### config.mk
export PLATFORM = sky130hd
export DESIGN_NAME = wb_regfile
export DESIGN_NICKNAME = d
export VERILOG_FILES = /design/src/rtl/wb_regfile.sv
export SDC_FILE = /design/constraint.sdc
export NUM_CORES = 2
export LEC_CHECK = 0
export CORE_MARGIN = 2
export CORE_UTILIZATION = 42
export CTS_CLUSTER_DIAMETER = 120
export DETAILED_ROUTE_END_ITERATION = 12
export PLACE_DENSITY = 0.61
export SLEW_MARGIN = 0
export SYNTH_ARGS = -nofsm -noshare
export SYNTH_HDL_FRONTEND = slang
export SYNTH_SLANG_ARGS = --single-unit
### constraint.sdc
create_clock -name clk -period 5.1 [get_ports clk]
set_input_delay 0.51 -clock clk [delete_from_list [all_inputs] [get_ports clk]]
set_output_delay 0.51 -clock clk [all_outputs]
set_load 0.005 [all_outputs]
### src/rtl/wb_regfile.sv
// wb_regfile: writeback stage of the 5-stage RV32I core.
// Selects the writeback value from the MEM/WB register, writes the 32x32
// architectural register file and serves two write-first read ports to decode.
// Optional macro WB_INSTRET_EN: when defined, a 64-bit retired-instruction
// counter and the last retired PC are kept; otherwise both read as zero.
module wb_regfile #(
  parameter int unsigned XLEN     = 32,
  parameter logic [31:0] RESET_SP = 32'h0000_0000
) (
  input  logic            clk,
  input  logic            rst,
  input  logic            reg_write_mem_pp,
  input  logic [1:0]      mem_reg_mem_pp,
  input  logic [XLEN-1:0] alu_res_mem_pp,
  input  logic [XLEN-1:0] wrap_load_mem_pp,
  input  logic [XLEN-1:0] next_sel_address_mem_pp,
  input  logic [31:0]     instruction_mem_pp,
  input  logic [XLEN-1:0] pre_address_mem_pp,
  input  logic [4:0]      rs1_addr,
  input  logic [4:0]      rs2_addr,
  output logic [XLEN-1:0] rs1_data,
  output logic [XLEN-1:0] rs2_data,
  output logic [XLEN-1:0] wb_data,
  output logic [4:0]      wb_rd,
  output logic            wb_we,
  output logic [63:0]     instret,
  output logic [XLEN-1:0] retire_pc
);

  logic [XLEN-1:0] regs [32];

  // Writeback source select; the reserved encoding falls back to the ALU result
  always_comb begin
    wb_data = alu_res_mem_pp;
    case (mem_reg_mem_pp)
      2'b01:   wb_data = wrap_load_mem_pp;
      2'b10:   wb_data = next_sel_address_mem_pp;
      default: wb_data = alu_res_mem_pp;
    endcase
  end

  assign wb_rd = instruction_mem_pp[11:7];
  assign wb_we = reg_write_mem_pp & (wb_rd != 5'd0) & ~rst;

  // Register array: reset loads x2 with the stack pointer, writes gated by wb_we
  always_ff @(posedge clk) begin
    if (rst) begin
      for (int unsigned i = 0; i < 32; i++) begin
        regs[i] <= (i == 2) ? RESET_SP[XLEN-1:0] : '0;
      end
    end else if (wb_we) begin
      regs[wb_rd] <= wb_data;
    end
  end

  // Read ports: x0 hardwired, same-cycle write forwarded (wb_we is low in reset)
  always_comb begin
    rs1_data = regs[rs1_addr];
    rs2_data = regs[rs2_addr];
    if (rs1_addr == 5'd0) begin
      rs1_data = '0;
    end else if (wb_we && (wb_rd == rs1_addr)) begin
      rs1_data = wb_data;
    end
    if (rs2_addr == 5'd0) begin
      rs2_data = '0;
    end else if (wb_we && (wb_rd == rs2_addr)) begin
      rs2_data = wb_data;
    end
  end

`ifdef WB_INSTRET_EN
  logic retire;
  assign retire = (instruction_mem_pp != 32'h0) & ~rst;

  // Retire bookkeeping: every non-bubble slot counts, independent of reg_write
  always_ff @(posedge clk) begin
    if (rst) begin
      instret   <= '0;
      retire_pc <= '0;
    end else if (retire) begin
      instret   <= instret + 64'd1;
      retire_pc <= pre_address_mem_pp;
    end
  end
`else
  assign instret   = '0;
  assign retire_pc = '0;

  // Only the rd field of the instruction and no PC are needed without the counter
  logic unused_retire;
  assign unused_retire = ^{pre_address_mem_pp, instruction_mem_pp[31:12],
                           instruction_mem_pp[6:0]};
`endif

endmodule
==> run_results.csv <==
group,metric,value,unit
sta,fin_crit_sh,0.894,
synth,seq_area_frac_synth,0.568,
sta,final_hold_viol_count,0,
sta,slew_headroom,0.122,
cts,htreeDepth,3,
worst_setup_path,worstPathRequired,4.59,ns
synth,post_synth.cell_area_avg,13.1,um^2
global_routing,grt_pass1_vias,36700,
power,p_int,15.0,mW
place,io_buffers,217,
synth,synth_top_area_share,0.568,
cts,post-cts-setup-buffer-count,0,
cts,cts_tree,"yes",
sta,rsz0062_at_grt,"no",
floorplan,core_region_area,128000,um^2
floorplan,initial_core_util,0.424,
cts,cts_resized,0,
global_routing,grt_max_degree,81,
place,place_area,58300,um^2
floorplan,fp.dieArea,132000,um^2
sta,finalSetupTns,0,ns
synth,yosys.area.top_type,"edfxtp_1",
synth,synth-xor-area-share,0.00162,
cts,numClockSinks,1024,
finish,mostFrequentLayoutCell,"nor2_1",
global_routing,grtUsageTotal,0.288,
power,power_density,331,nW/um^2
power,power_switching,5.29,mW
route,drc,0,
power,ir_drop,0.253,mV
global_routing,overflow,0,
place,routabilityCongestion,0.883,
synth,synth_cell_type_count,42,
synth,ys_seq_elements,1024,
worst_setup_path,cp_cell_sequence,"clkdlybuf4s50_1 > nor3_2 > a21oi_1 > nand4_1 > buf_4 > o21ai_0 > a21oi_1 > clkdlybuf4s50_1",
synth,synth-compound-area-share,0.0536,
route,routed_via_density,6.29,
power,power_frac_comb,0.151,
sta,clock.fmax,0.219,GHz
route,first_iter_violations,4912,
power,clkPwrFrac,0.360,
synth,synth.top_cells.by_area,"edfxtp_1 (57%), mux4_2 (16%), nor2_1 (8.2%)",
power,netSwitchingFraction,0.260,
worst_setup_path,path_class,"in -> out",
finish,final_cell_mix,"nor2_1 (1183), edfxtp_1 (1024), mux4_2 (388), clkdlybuf4s50_1 (210), buf_4 (202)",
worst_setup_path,crit_arrival,4.05,ns
finish,largest_reg_flops,1024,
synth,synth_flop_cell,"edfxtp_1",
place,placed_cells,5846,
worst_setup_path,crit_slowest_cell,"nor3_2",
route,num_vias,38000,
finish,top_regs,"regs (1024)",
floorplan,die_w,363,um
floorplan,row_count,131,
cts,clockBufferDepth,3,
worst_setup_path,end_kind,"primary output",
global_routing,antenna_found_initial,7,
power,seq_power_share,0.489,
finish,fillers,11000,
outcome,status,"completed",
finish,finalInstanceArea,61500,um^2
finish,post-route-util,0.481,
place,dp_slack,0.744,ns
finish,syn2layout_area_growth,13.6,%
synth,synthMuxAreaShare,0.212,
floorplan,io_pins,373,
route,routedWlPerCell,31.9,um
sta,finalSetupViolations,0,
synth,synthArstFlopShare,0,
cts,path_clk_slew,0.06,ns
floorplan,fp.dieH,363,um
synth,syn_area,54100,um^2
sta,worst_hold_slack,0.503,ns
job,maxCapViolCount,0,
cts,holdBufCountCts,0,
synth,synthCells,4142,
worst_setup_path,cp_max_fo,46,
finish,stdcell_count,6037,
sta,period_needed,4.56,ns
global_routing,grt_pass1_wl,268000,um
synth,synth_fa_ha_area_frac,0.000462,
route,first_pass_iters,6,
worst_setup_path,cp_slowest_stage_delay,0.95,ns
cts,numCtsBuffers,105,
power,p_leak,20.9,nW
synth,synth_top_family_by_area,"multiplexers",
cts,ctsRootBufferMaster,"clkbuf_16",
place,dp_hpwl,119000,um
synth,synth-simple-area-share,0.109,
synth,yosys_warnings,0,
finish,layout-drive-gt1-share,0.229,
finish,largest-register,"regs",
route,ant_nets,0,
sta,slew_viol_final,0,
sta,worstMarginPinSlew,1.32,ns
worst_setup_path,critPathLaunchType,"input pin",
sta,fin_ws,0.539,ns
route,routed_wl,193000,um
hold_path,hold_path_class,"in -> reg",
finish,final_nets,4468,
power,p_total,20.3,mW
synth,synth_edf_count,1024,
cell type report:
cell class              instances  area (um^2)  area share
inverters                      35          131     0.00214
well taps                    1662         2080      0.0338
repair buffers                450         4330      0.0704
flip-flops and latches       1024        30700       0.500
multi-input cells            2675        21000       0.342
clock inverters                55          385     0.00627
clock buffers                 134         2760      0.0449
diodes                          2         5.00   0.0000814
logic make-up after synthesis:
group           count (synthesis)
simple gates                 1452
flops                        1024
mux                           638
buf+inv                       570
compound gates                445
xor+xnor                       10
fa+ha+maj                       2
other cells                     1
cells in the mapped netlist, types with 62 or more instances:
cell      instances
buf_4           134
mux2i_1          64
o21ai_0          64
mux2_2          186
o22ai_1         186
nand2_1          67
nor4_1           62
a21oi_1          64
mux4_2          388
buf_1           108
clkbuf_1        198
nor3_1           65
edfxtp_1       1024
nor2_1         1183
path summary, 6_finish.rpt:
check | slack (ns) | start | cells past startpoint | to
max | 0.54 | instruction_mem_pp[9] | 8 | rs2_data[3]
min | 0.50 | rst | 2 | regs[0][30]
critical path, delay by kind of cell:
kind                   cells  cell delay (ns)
AND/OR/NAND/NOR            2             1.18
buffers and inverters      3             1.47
AO/OA/AOI/OAI              3             0.84
power by group through the flow:
stage | clock network, mW | logic (mW) | registers (mW)
6_report | 7.33 | 3.07 | 9.93
5_1_grt | 7.67 | 3.19 | 9.98
4_1_cts | 7.37 | 3.03 | 9.92
3_5_place_dp | 0 | 3.02 | 10.1
3_3_place_gp | 0 | 3.01 | 10.1
2_1_floorplan | 0 | 1.83 | 10.0
routing by layer:
metal  up-vias  routed length (um)  track usage
li1      15600                   -            -
met1     19300               70900        0.375
met2      2538               89700        0.458
met3       436               23900       0.0773
met4         4                8240        0.121
met5         -                  86            0
Power figures use the tool's default switching activity.
